### src/rtl/tmds_pkg.sv
// Shared TMDS symbol constants, the TERC4 table and the per-cycle encoder mode.
// Used by tmds_encoder and tmds_terc4_lut; the TERC4 path is enabled with TMDS_TERC4_EN.
package tmds_pkg;

  localparam logic [9:0] CTRLTOKEN0 = 10'b1101010100;
  localparam logic [9:0] CTRLTOKEN1 = 10'b0010101011;
  localparam logic [9:0] CTRLTOKEN2 = 10'b0101010100;
  localparam logic [9:0] CTRLTOKEN3 = 10'b1010101011;

  localparam logic [9:0] VID_GB_BR = 10'b1011001100;
  localparam logic [9:0] VID_GB_G  = 10'b0100110011;
  localparam logic [9:0] DATA_GB   = 10'b0100110011;

  localparam logic [9:0] TERC4_LUT [16] = '{
    10'b1010011100, 10'b1001100011, 10'b1011100100, 10'b1011100010,
    10'b0101110001, 10'b0100011110, 10'b0110001110, 10'b0100111100,
    10'b1011001100, 10'b0100111001, 10'b0110011100, 10'b1011000110,
    10'b1010001110, 10'b1001110001, 10'b0101100011, 10'b1011000011
  };

  typedef enum logic [2:0] {
    CTRL  = 3'd0,
    VID   = 3'd1,
    VGB   = 3'd2,
    DGB   = 3'd3,
    TERC4 = 3'd4
  } mode_e;

  function automatic logic [9:0] ctrl_token(input logic [1:0] c);
    logic [9:0] tok;
    case (c)
      2'b00:   tok = CTRLTOKEN0;
      2'b01:   tok = CTRLTOKEN1;
      2'b10:   tok = CTRLTOKEN2;
      2'b11:   tok = CTRLTOKEN3;
      default: tok = CTRLTOKEN0;
    endcase
    return tok;
  endfunction

endpackage

### src/rtl/tmds_terc4_lut.sv
// Pure combinational 4-bit to 10-bit TERC4 symbol lookup for HDMI data islands.
module tmds_terc4_lut
  import tmds_pkg::*;
(
  input  logic [3:0] nibble,
  output logic [9:0] symbol
);

  // Table lookup of the TERC4 code word
  always_comb begin
    symbol = TERC4_LUT[nibble];
  end

endmodule

### src/rtl/tmds_encoder.sv
// Per-channel DVI/HDMI TMDS transmit encoder: 2-stage pipeline, running-disparity DC balance.
// Optional macro TMDS_TERC4_EN adds TERC4 data-island symbols (island/aux ports otherwise unused).
module tmds_encoder
  import tmds_pkg::*;
#(
  parameter int CHANNEL = 0
) (
  input  logic       pclk,
  input  logic       reset_n,
  input  logic       de,
  input  logic [7:0] din,
  input  logic       c0,
  input  logic       c1,
  input  logic       vgb,
  input  logic       dgb,
  input  logic       island,
  input  logic [3:0] aux,
  output logic [9:0] sdout,
  output logic [4:0] disparity
);

  function automatic logic [3:0] popcount8(input logic [7:0] v);
    logic [3:0] n;
    n = 4'd0;
    for (int i = 0; i < 8; i++) begin
      n = n + {3'd0, v[i]};
    end
    return n;
  endfunction

  // Transition-minimising stage: XNOR chain when din is ones-heavy, XOR chain otherwise
  function automatic logic [8:0] make_qm(input logic [7:0] d);
    logic [3:0] n1;
    logic       use_xnor;
    logic [8:0] q;
    n1       = popcount8(d);
    use_xnor = (n1 > 4'd4) || ((n1 == 4'd4) && (d[0] == 1'b0));
    q        = 9'd0;
    q[0]     = d[0];
    for (int i = 1; i < 8; i++) begin
      q[i] = use_xnor ? ~(q[i-1] ^ d[i]) : (q[i-1] ^ d[i]);
    end
    q[8] = ~use_xnor;
    return q;
  endfunction

  mode_e             mode_d, mode_q;
  logic [8:0]        q_m_d, q_m_q;
  logic [1:0]        ctl_d, ctl_q;
  logic [9:0]        sdout_d, sdout_q;
  logic signed [4:0] cnt_d, cnt_q;

`ifdef TMDS_TERC4_EN
  logic [3:0] aux_d, aux_q;
  logic [3:0] terc4_sel_s;
  logic [9:0] terc4_sym_s;
`else
  logic       unused_terc4_s;
  assign unused_terc4_s = ^{island, aux};
`endif

  // Stage 1: resolve mode priority and build q_m
  always_comb begin
    mode_d = CTRL;
    if (vgb) begin
      mode_d = VGB;
    end else if (dgb) begin
      mode_d = DGB;
`ifdef TMDS_TERC4_EN
    end else if (island) begin
      mode_d = TERC4;
`endif
    end else if (de) begin
      mode_d = VID;
    end else begin
      mode_d = CTRL;
    end
    ctl_d = {c1, c0};
    if (mode_d == VID) begin
      q_m_d = make_qm(din);
    end else begin
      q_m_d = 9'd0;
    end
`ifdef TMDS_TERC4_EN
    aux_d = aux;
`endif
  end

  // Stage 1 registers
  always_ff @(posedge pclk or negedge reset_n) begin
    if (!reset_n) begin
      mode_q <= CTRL;
      q_m_q  <= 9'd0;
      ctl_q  <= 2'b00;
`ifdef TMDS_TERC4_EN
      aux_q  <= 4'd0;
`endif
    end else begin
      mode_q <= mode_d;
      q_m_q  <= q_m_d;
      ctl_q  <= ctl_d;
`ifdef TMDS_TERC4_EN
      aux_q  <= aux_d;
`endif
    end
  end

`ifdef TMDS_TERC4_EN
  // Channel-0 data guard band reuses the TERC4 table with {1,1,c1,c0}
  assign terc4_sel_s = (mode_q == TERC4) ? aux_q : {2'b11, ctl_q};

  tmds_terc4_lut u_terc4_lut (
    .nibble (terc4_sel_s),
    .symbol (terc4_sym_s)
  );
`endif

  logic              q8_s;
  logic [3:0]        n1_s, n0_s;
  logic signed [4:0] n1_v, n0_v;

  assign q8_s = q_m_q[8];
  assign n1_s = popcount8(q_m_q[7:0]);
  assign n0_s = 4'd8 - n1_s;
  assign n1_v = $signed({1'b0, n1_s});
  assign n0_v = $signed({1'b0, n0_s});

  // Stage 2: choose output symbol and update running disparity
  always_comb begin
    sdout_d = CTRLTOKEN0;
    cnt_d   = 5'sd0;
    case (mode_q)
      VID: begin
        if ((cnt_q == 5'sd0) || (n1_s == n0_s)) begin
          sdout_d = {~q8_s, q8_s, (q8_s ? q_m_q[7:0] : ~q_m_q[7:0])};
          cnt_d   = q8_s ? (cnt_q + n1_v - n0_v) : (cnt_q + n0_v - n1_v);
        end else if ((!cnt_q[4] && (n1_s > n0_s)) || (cnt_q[4] && (n0_s > n1_s))) begin
          sdout_d = {1'b1, q8_s, ~q_m_q[7:0]};
          cnt_d   = cnt_q + (q8_s ? 5'sd2 : 5'sd0) + n0_v - n1_v;
        end else begin
          sdout_d = {1'b0, q8_s, q_m_q[7:0]};
          cnt_d   = cnt_q - (q8_s ? 5'sd0 : 5'sd2) + n1_v - n0_v;
        end
      end
      VGB: begin
        if (CHANNEL == 1) begin
          sdout_d = VID_GB_G;
        end else begin
          sdout_d = VID_GB_BR;
        end
        cnt_d = 5'sd0;
      end
      DGB: begin
        if (CHANNEL == 0) begin
`ifdef TMDS_TERC4_EN
          sdout_d = terc4_sym_s;
`else
          sdout_d = ctrl_token(ctl_q);
`endif
        end else begin
          sdout_d = DATA_GB;
        end
        cnt_d = 5'sd0;
      end
      TERC4: begin
`ifdef TMDS_TERC4_EN
        sdout_d = terc4_sym_s;
`else
        sdout_d = ctrl_token(ctl_q);
`endif
        cnt_d = 5'sd0;
      end
      CTRL: begin
        sdout_d = ctrl_token(ctl_q);
        cnt_d   = 5'sd0;
      end
      default: begin
        sdout_d = CTRLTOKEN0;
        cnt_d   = 5'sd0;
      end
    endcase
  end

  // Stage 2 registers drive the serializer directly
  always_ff @(posedge pclk or negedge reset_n) begin
    if (!reset_n) begin
      sdout_q <= CTRLTOKEN0;
      cnt_q   <= 5'sd0;
    end else begin
      sdout_q <= sdout_d;
      cnt_q   <= cnt_d;
    end
  end

  assign sdout     = sdout_q;
  assign disparity = cnt_q;

endmodule
### config.mk
export PLATFORM = sky130hd
export DESIGN_NAME = tmds_encoder
export DESIGN_NICKNAME = d
export VERILOG_FILES = /design/src/rtl/tmds_pkg.sv /design/src/rtl/tmds_terc4_lut.sv /design/src/rtl/tmds_encoder.sv
export SDC_FILE = /design/constraint.sdc
export NUM_CORES = 1
export LEC_CHECK = 0
export ABC_AREA = 1
export BUFFER_PORTS_ARGS = -buffer_cell sky130_fd_sc_hd__buf_2
export CORE_ASPECT_RATIO = 0.6
export CORE_MARGIN = 8
export CORE_UTILIZATION = 55
export CTS_BUF_LIST = sky130_fd_sc_hd__clkbuf_4 sky130_fd_sc_hd__clkbuf_8
export DETAILED_ROUTE_END_ITERATION = 10
export PLACE_DENSITY = 0.78
export SYNTH_ARGS = -nofsm -noshare
export SYNTH_HDL_FRONTEND = slang
export SYNTH_SLANG_ARGS = --single-unit
export TNS_END_PERCENT = 20
### constraint.sdc
create_clock -name pclk -period 5.6 [get_ports pclk]
set_input_delay 0.84 -clock pclk [delete_from_list [all_inputs] [get_ports pclk]]
set_output_delay 0.84 -clock pclk [all_outputs]
set_load 0.01 [all_outputs]
==> impl_metrics.json, run 1 <==
{
  "hold_buf_count_cts": 0,
  "synth-compound-area-share_pct": 9.24,
  "synth_mux_area_share_pct": 0,
  "timing.clock.skew_ns": 0.00301,
  "worstReg2RegStart": "q_m_q[0]$_DFF_PN0_",
  "antenna_found_initial": 0,
  "synthesis.nets": 457,
  "die_width_um": 110,
  "leakage_power_nw": 1.80,
  "final-seq-area_um2": 707,
  "post_drt_wl_per_cell_um": 13.5,
  "drt_first_pass_iters": 5,
  "first_global_vias": 2382,
  "num-fill-cells": 452,
  "via_total_after_detailed_routing": 2488,
  "synth-edff-count": 0,
  "synth_xor_area_share_pct": 4.53,
  "timing_worst_slew_pin_value_ns": 0.588,
  "area_of_the_multi_input_gates_um2": 1920,
  "drive_above_1_share_pct": 16.6,
  "ys.flop_type": "sky130_fd_sc_hd__dfrtp_1",
  "max-clock-path-buffers": 2,
  "synthDominantCellAreaShare_pct": 19.9,
  "cp_max_fo": 5,
  "drt-total-wl_um": 6610,
  "min-delay-path-class": "in -> async",
  "tritoncts": "built",
  "hpwlAfterDp_um": 5500,
  "critPathCaptureType": "flip-flop",
  "max_clock_freq_ghz": 0.184,
  "setup_viol": 0,
  "yosys.cell_count.top_type": "sky130_fd_sc_hd__nand2_1",
  "worst_ir_drop_vdd_mv": 0.229,
  "ys_seq_area_share_pct": 24.4,
  "synthToLayoutAreaGrowth_pct": 12.6,
  "post-synth-top-area-cell": "sky130_fd_sc_hd__dfrtp_1",
  "timing.reg2reg.setup_slack_ns": 0.16,
  "post_cts_setup_buffer_count": 0,
  "number_of_violations_of_the_max_capacitance_limit": 0,
  "area_of_the_mapped_netlist_um2": 2900,
  "floorplan.die.height_um": 72.2,
  "global_route.usage.total_pct": 17.2,
  "detail_route.vias_per_cell": 5.10,
  "post_synth_and_or_nand_nor_area_fraction_pct": 24.3,
  "htree_depth": 1,
  "netlist_top_cells_area": "sky130_fd_sc_hd__dfrtp_1, sky130_fd_sc_hd__ha_1, sky130_fd_sc_hd__fa_1, sky130_fd_sc_hd__nand2_1, sky130_fd_sc_hd__inv_1",
  "synth_top_cells_by_count": "sky130_fd_sc_hd__nand2_1, sky130_fd_sc_hd__inv_1, sky130_fd_sc_hd__ha_1, sky130_fd_sc_hd__nor2_1, sky130_fd_sc_hd__nand3_1",
  "yosys_register_bits": 28,
  "yosys_warnings": 0,
  "place.gp.congestion": 0.954,
  "coreArea_um2": 5080,
  "detail-route-antenna-nets": 0,
  "floorplan.initialDensity_pct": 57.1,
  "rsz0062_at_grt": "yes",
  "layout_min_cycle_time_ns": 5.44,
  "worstSkewPairLatency_ns": 0.27,
  "clkSlewWorstSetupHoldPaths_ns": 0.09,
  "syn_area_per_cell_um2": 7.51,
  "cts_inserted_buffers": 3,
  "grt_pass1_wl_um": 11000,
  "cp.arrival_ns": 5.59,
  "status": "completed",
  "timing_max_transition_violations_final": 0,
  "grt_overflow": 0,
  "synthesis.instances": 386,
  "boundaryPins": 35,
  "path_class": "reg -> reg",
  "max_slew_margin_pct": 60.8,
  "finish.utilization_pct": 64.3,
  "final_net_count": 494,
  "setup.worst_path.start_class": "flip-flop",
  "insertedDiodeCount": 0,
  "r2r_endpoint": "disparity[3]$_DFF_PN0_",
  "power_per_cell_area_nw_per_um2": 518,
  "cts-root-buf": "sky130_fd_sc_hd__clkbuf_8",
  "post_cts_resize_count": 0,
  "clkSinkCount": 28,
  "grt_start_max_net_pins": 29,
  "fp.dieArea_um2": 7930,
  "min_period_over_period_pct": 97.1,
  "number_of_hold_violations_in_the_final_report": 0,
  "timing.setup.tns_ns": 0,
  "timing.critical_path.required_ns": 5.75,
  "count_of_unique_library_cells_instantiated_by_yosys": 32,
  "buffer_ports.inserted": 29,
  "synth_adder_area_share_pct": 26.4,
  "initialDrtViolationCount": 176,
  "core.rowCount": 20,
  "drc": 0,
  "worst-r2r-cell-count": 23,
  "holdWs_ns": 0.553,
  "largest_family_of_logic_cells_by_synthesized_area": "adder cells",
  "ys_async_sr_fraction_pct": 100
}
where the power goes:
part	switching, W	internal (W)	total, W	leakage [nW]
registers	0.0000186	0.000227	0.000246	0.352
clock network	0.0000621	0.0000957	0.000158	0.0357
logic	0.000774	0.000515	0.00129	1.41
cell families after synthesis:
family / Yosys count
adder cells (fa/ha/maj): 51
AND/OR/NAND/NOR: 159
AO/OA/AOI/OAI: 50
flip-flops: 28
XOR/XNOR: 15
buffers and inverters: 83
area by class of cell:
| cell class | count | share of cell area (%) |
|---|---|---|
| Inverter | 81 | 9.39 |
| Timing Repair Buffer | 34 | 5.59 |
| Clock buffer | 3 | 1.26 |
| Multi-Input combinational cell | 275 | 58.7 |
| Clock inverter | 1 | 0.920 |
| Tap cell | 66 | 2.53 |
| Sequential cell | 28 | 21.6 |
flip-flops by register name, summed over array words and instances (netlist names):
register / cells
ctl_q: 2
disparity: 5
mode_q: 2
q_m_q: 9
sdout: 10
layer usage:
| metal | vias up | part of all wire (%) | global-route usage (%) |
|---|---|---|---|
| li1 | 1273 | - | - |
| met1 | 1131 | 51 | 25.9 |
| met2 | 80 | 40 | 24.4 |
| met3 | 4 | 8.7 | 4.69 |
| met4 | 0 | 0.58 | 2.08 |
| met5 | - | 0 | 0 |
worst max-delay path by stage:
stage | startpoint | endpoint | depth (start not counted)
5_1_grt | q_m_q[0]$_DFF_PN0_ | disparity[3]$_DFF_PN0_ | 23
2_1_floorplan | q_m_q[0]$_DFF_PN0_ | disparity[4]$_DFF_PN0_ | 22
4_1_cts | q_m_q[1]$_DFF_PN0_ | disparity[4]$_DFF_PN0_ | 26
6_report | q_m_q[0]$_DFF_PN0_ | disparity[3]$_DFF_PN0_ | 23
3_3_place_gp | q_m_q[0]$_DFF_PN0_ | disparity[4]$_DFF_PN0_ | 26
3_5_place_dp | q_m_q[0]$_DFF_PN0_ | disparity[3]$_DFF_PN0_ | 23
metrics by stage:
step,worst slack (ns),cell area [um2],std cells,total power (W)
final,0.160,3270,488,0.00169
after detailed placement,0.218,3150,484,0.00146
after CTS,0.145,3220,488,0.00162
after global routing,-0.0173,3270,488,0.00187
after global placement,0.234,3150,484,0.00141
after floorplan,0.402,2900,386,0.00117
layout by cell type, fill, tap and decap left out, types with 4 or more instances in the layout:
| cell type | count |
|---|---|
| sky130_fd_sc_hd__nand2_1 | 85 |
| sky130_fd_sc_hd__inv_1 | 76 |
| sky130_fd_sc_hd__ha_1 | 30 |
| sky130_fd_sc_hd__nor2_1 | 29 |
| sky130_fd_sc_hd__buf_2 | 29 |
| sky130_fd_sc_hd__nand3_1 | 26 |
| sky130_fd_sc_hd__dfrtp_1 | 23 |
| sky130_fd_sc_hd__o21ai_0 | 19 |
| sky130_fd_sc_hd__fa_1 | 16 |
| sky130_fd_sc_hd__a21oi_1 | 15 |
| sky130_fd_sc_hd__xor2_1 | 11 |
| sky130_fd_sc_hd__o21ai_1 | 8 |
| sky130_fd_sc_hd__nand2_2 | 5 |
| sky130_fd_sc_hd__buf_4 | 5 |
| sky130_fd_sc_hd__dfstp_2 | 5 |
| sky130_fd_sc_hd__xnor2_1 | 4 |
worst max-delay path, cell delays in order (launching register included):
cell                      delay, ns
sky130_fd_sc_hd__dfrtp_1       0.36
sky130_fd_sc_hd__inv_1         0.07
sky130_fd_sc_hd__fa_1          0.58
sky130_fd_sc_hd__fa_1          0.43
sky130_fd_sc_hd__fa_1          0.50
sky130_fd_sc_hd__inv_1         0.05
sky130_fd_sc_hd__ha_1          0.18
sky130_fd_sc_hd__inv_1         0.08
sky130_fd_sc_hd__fa_2          0.47
sky130_fd_sc_hd__ha_2          0.24
sky130_fd_sc_hd__inv_1         0.11
sky130_fd_sc_hd__nand2_1       0.09
sky130_fd_sc_hd__nand2_1       0.07
sky130_fd_sc_hd__inv_1         0.04
sky130_fd_sc_hd__ha_1          0.32
sky130_fd_sc_hd__fa_1          0.56
sky130_fd_sc_hd__inv_1         0.05
sky130_fd_sc_hd__ha_1          0.29
sky130_fd_sc_hd__inv_1         0.06
sky130_fd_sc_hd__o21ai_1       0.15
sky130_fd_sc_hd__xor2_1        0.16
sky130_fd_sc_hd__o21ai_0       0.10
sky130_fd_sc_hd__o21ai_0       0.24
sky130_fd_sc_hd__nor2_1        0.11
No activity file was read; power rests on OpenSTA's default activity.
==> run 2: changes to the inputs <==
- ABC_AREA: 1 -> not set
- RECOVER_POWER: not set -> 25
==> run 2 against run 1 <==
Wire length down 4.3%. Cell count down 18%. Maximum frequency up 2.0%. Critical path type unchanged. First-iteration DRC count down 44%. Worst hold slack better by 0.036 ns. Final area down 1.7%. Critical path depth down 2. Register-to-register slack better by 0.11 ns.
==> impl_metrics.json, run 2 <==
{
  "yosys_register_bits": 28,
  "detail-route-antenna-nets": 0,
  "critical_path.top_delay_family": "adder cells",
  "max-clock-path-buffers": 2,
  "max_clock_freq_ghz": 0.187,
  "timing_worst_slew_pin_value_ns": 1.40,
  "final_net_count": 407,
  "commonest_non_fill_non_tap_cell_in_the_layout": "sky130_fd_sc_hd__inv_1",
  "setup_viol": 0,
  "number_of_violations_of_the_max_capacitance_limit": 0,
  "clkSinkCount": 28,
  "cp_num_buf_inv": 6,
  "layout_min_cycle_time_ns": 5.33,
  "insertedDiodeCount": 0,
  "antenna_found_initial": 0,
  "number_of_hold_violations_in_the_final_report": 0,
  "largest_register_ffs": 10,
  "ys_seq_area_share_pct": 24.8,
  "most_common_cell_type_on_the_critical_path": "sky130_fd_sc_hd__fa_1",
  "boundaryPins": 35,
  "drive_above_1_share_pct": 18.5,
  "timing.critical_path.required_ns": 5.75,
  "grt_overflow": 0,
  "yosys_warnings": 0,
  "htree_depth": 1,
  "synth-edff-count": 0,
  "cp_max_fo": 6,
  "core.rowCount": 20,
  "drc": 0,
  "global_route.usage.total_pct": 16.6,
  "max_slew_margin_pct": 7.00,
  "ys_async_sr_fraction_pct": 100,
  "synthDominantCellAreaShare_pct": 20.2,
  "hpwlAfterDp_um": 5200,
  "cts-root-buf": "sky130_fd_sc_hd__clkbuf_8",
  "initialDrtViolationCount": 99,
  "worst-r2r-cell-count": 21,
  "rsz0062_at_grt": "no",
  "drt-total-wl_um": 6320,
  "status": "completed",
  "worstHoldPathCells": 2,
  "tritoncts": "built",
  "mostFrequentLayoutCells": "sky130_fd_sc_hd__inv_1, sky130_fd_sc_hd__ha_1, sky130_fd_sc_hd__buf_2",
  "clkSlewWorstSetupHoldPaths_ns": 0.09,
  "timing.clock.skew_ns": 0.00605,
  "setup.worst_path.start_class": "flip-flop",
  "worstSkewPairLatency_ns": 0.28,
  "grt_start_max_net_pins": 29,
  "min_period_over_period_pct": 95.2,
  "buffer_ports.inserted": 29,
  "fp.dieArea_um2": 7810,
  "synthToLayoutAreaGrowth_pct": 12.7,
  "path_class": "reg -> reg",
  "timing.setup.tns_ns": 0,
  "ordered_cell_list_for_the_critical_path": "inv_2 -> fa_1 -> fa_1 -> fa_1 -> inv_1 -> ha_1 -> inv_1 -> fa_2 -> buf_6 -> ha_2 -> inv_2 -> xnor2_1 -> ha_1 -> fa_1 -> inv_1 -> ha_4 -> a21o_1 -> a21oi_2 -> xnor2_1 -> mux2i_1 -> o32ai_2",
  "netlist_top_cells_area": "sky130_fd_sc_hd__dfrtp_1, sky130_fd_sc_hd__ha_1, sky130_fd_sc_hd__fa_1, sky130_fd_sc_hd__inv_1, sky130_fd_sc_hd__xnor2_1",
  "synthesis.nets": 374,
  "place.gp.congestion": 0.873,
  "coreArea_um2": 5030,
  "ys.flop_type": "sky130_fd_sc_hd__dfrtp_1",
  "cp.arrival_ns": 5.49,
  "cp_slowest_stage_delay_ns": 0.63,
  "die_width_um": 109,
  "worstSetupPathDepth": 21,
  "syn_area_per_cell_um2": 9.40,
  "post-synth-top-area-cell": "sky130_fd_sc_hd__dfrtp_1",
  "via_total_after_detailed_routing": 2247,
  "critPathCaptureType": "flip-flop",
  "post_drt_wl_per_cell_um": 15.8,
  "first_global_vias": 2217,
  "floorplan.die.height_um": 71.7,
  "drt_first_pass_iters": 5,
  "count_of_unique_library_cells_instantiated_by_yosys": 47,
  "area_of_the_mapped_netlist_um2": 2850,
  "synth_top_cells_by_count": "sky130_fd_sc_hd__inv_1, sky130_fd_sc_hd__ha_1, sky130_fd_sc_hd__dfrtp_1, sky130_fd_sc_hd__xnor2_1, sky130_fd_sc_hd__nor2_1",
  "timing_max_transition_violations_final": 0,
  "floorplan.initialDensity_pct": 56.6,
  "detail_route.vias_per_cell": 5.60,
  "synthesis.instances": 303,
  "timing.critical_path.slowest_stage_cell": "sky130_fd_sc_hd__fa_2",
  "yosys.cell_count.top_type": "sky130_fd_sc_hd__inv_1",
  "grt_pass1_wl_um": 10500,
  "cts_inserted_buffers": 3,
  "min-delay-path-class": "reg -> reg"
}
[run 2: area by class of cell]
type / count / area [um2]
Inverter: 55 / 206
Clock buffer: 3 / 41.3
Timing Repair Buffer: 35 / 191
Tap cell: 66 / 82.6
Sequential cell: 28 / 707
Clock inverter: 1 / 30.0
Fill cell: 422 / 1820
Multi-Input combinational cell: 213 / 1950
[run 2: stage by stage]
step	util, %	instances	area [um2]	hold WS, ns	worst slack [ns]
5_1_grt	63.8	401	3210	0.636	0.0301
3_3_place_gp	61.0	395	3070	0.529	0.208
4_1_cts	62.4	399	3140	0.573	0.0959
3_5_place_dp	61.0	395	3070	0.558	0.125
6_report	63.8	401	3210	0.590	0.266
2_1_floorplan	-	303	2850	0.486	0.386
[run 2: logic make-up (layout without fill, tap and decap cells)]
| kind of cell | after synthesis | count (layout) | share of synthesized area, % |
|---|---|---|---|
| multiplexers | 11 | 11 | 3.87 |
| flip-flops | 28 | 28 | 24.8 |
| XOR/XNOR | 34 | 34 | 11.7 |
| buffers and inverters | 62 | 94 | 8.61 |
| adder cells (fa/ha/maj) | 51 | 51 | 26.9 |
| AO/OA/AOI/OAI | 62 | 62 | 14.5 |
| AND/OR/NAND/NOR | 55 | 55 | 9.62 |
[run 2: repair_timing]
item                       in CTS  in global routing
gates resized for setup         0                 15
setup endpoints to repair       0                  1
hold buffers                    0                  0
setup buffers                   0                  2
[run 2: layer usage]
metal / share of wire, % / track usage [%]
met4: 1.2 / 4.07
met5: 0 / 0
met2: 42 / 23.3
met3: 9.9 / 4.74
met1: 47 / 24.2
[run 2: path summary, 6_finish.rpt]
check / to / from / slack (ns)
worst max register to register: disparity[4]$_DFF_PN0_ / q_m_q[0]$_DFF_PN0_ / 0.27
worst min register to register: sdout[4]$_DFF_PN1_ / q_m_q[4]$_DFF_PN0_ / 0.59
worst min-delay path: sdout[4]$_DFF_PN1_ / q_m_q[4]$_DFF_PN0_ / 0.59
worst max-delay path: disparity[4]$_DFF_PN0_ / q_m_q[0]$_DFF_PN0_ / 0.27
max in group asynchronous: disparity[3]$_DFF_PN0_ / reset_n / 3.91
min in group asynchronous: sdout[5]$_DFF_PN0_ / reset_n / 0.86
[run 2: worst register-to-register path, stage by stage (launching register included)]
cell	delay, ns
sky130_fd_sc_hd__dfrtp_1	0.39
sky130_fd_sc_hd__inv_2	0.07
sky130_fd_sc_hd__fa_1	0.57
sky130_fd_sc_hd__fa_1	0.43
sky130_fd_sc_hd__fa_1	0.43
sky130_fd_sc_hd__inv_1	0.07
sky130_fd_sc_hd__ha_1	0.15
sky130_fd_sc_hd__inv_1	0.06
sky130_fd_sc_hd__fa_2	0.63
sky130_fd_sc_hd__buf_6	0.14
sky130_fd_sc_hd__ha_2	0.19
sky130_fd_sc_hd__inv_2	0.07
sky130_fd_sc_hd__xnor2_1	0.13
sky130_fd_sc_hd__ha_1	0.35
sky130_fd_sc_hd__fa_1	0.54
sky130_fd_sc_hd__inv_1	0.07
sky130_fd_sc_hd__ha_4	0.25
sky130_fd_sc_hd__a21o_1	0.17
sky130_fd_sc_hd__a21oi_2	0.15
sky130_fd_sc_hd__xnor2_1	0.08
sky130_fd_sc_hd__mux2i_1	0.19
sky130_fd_sc_hd__o32ai_2	0.10
Power of run 2 is not shown: default switching activity piles up to over one toggle a cycle in this logic, so the estimate is an artifact.
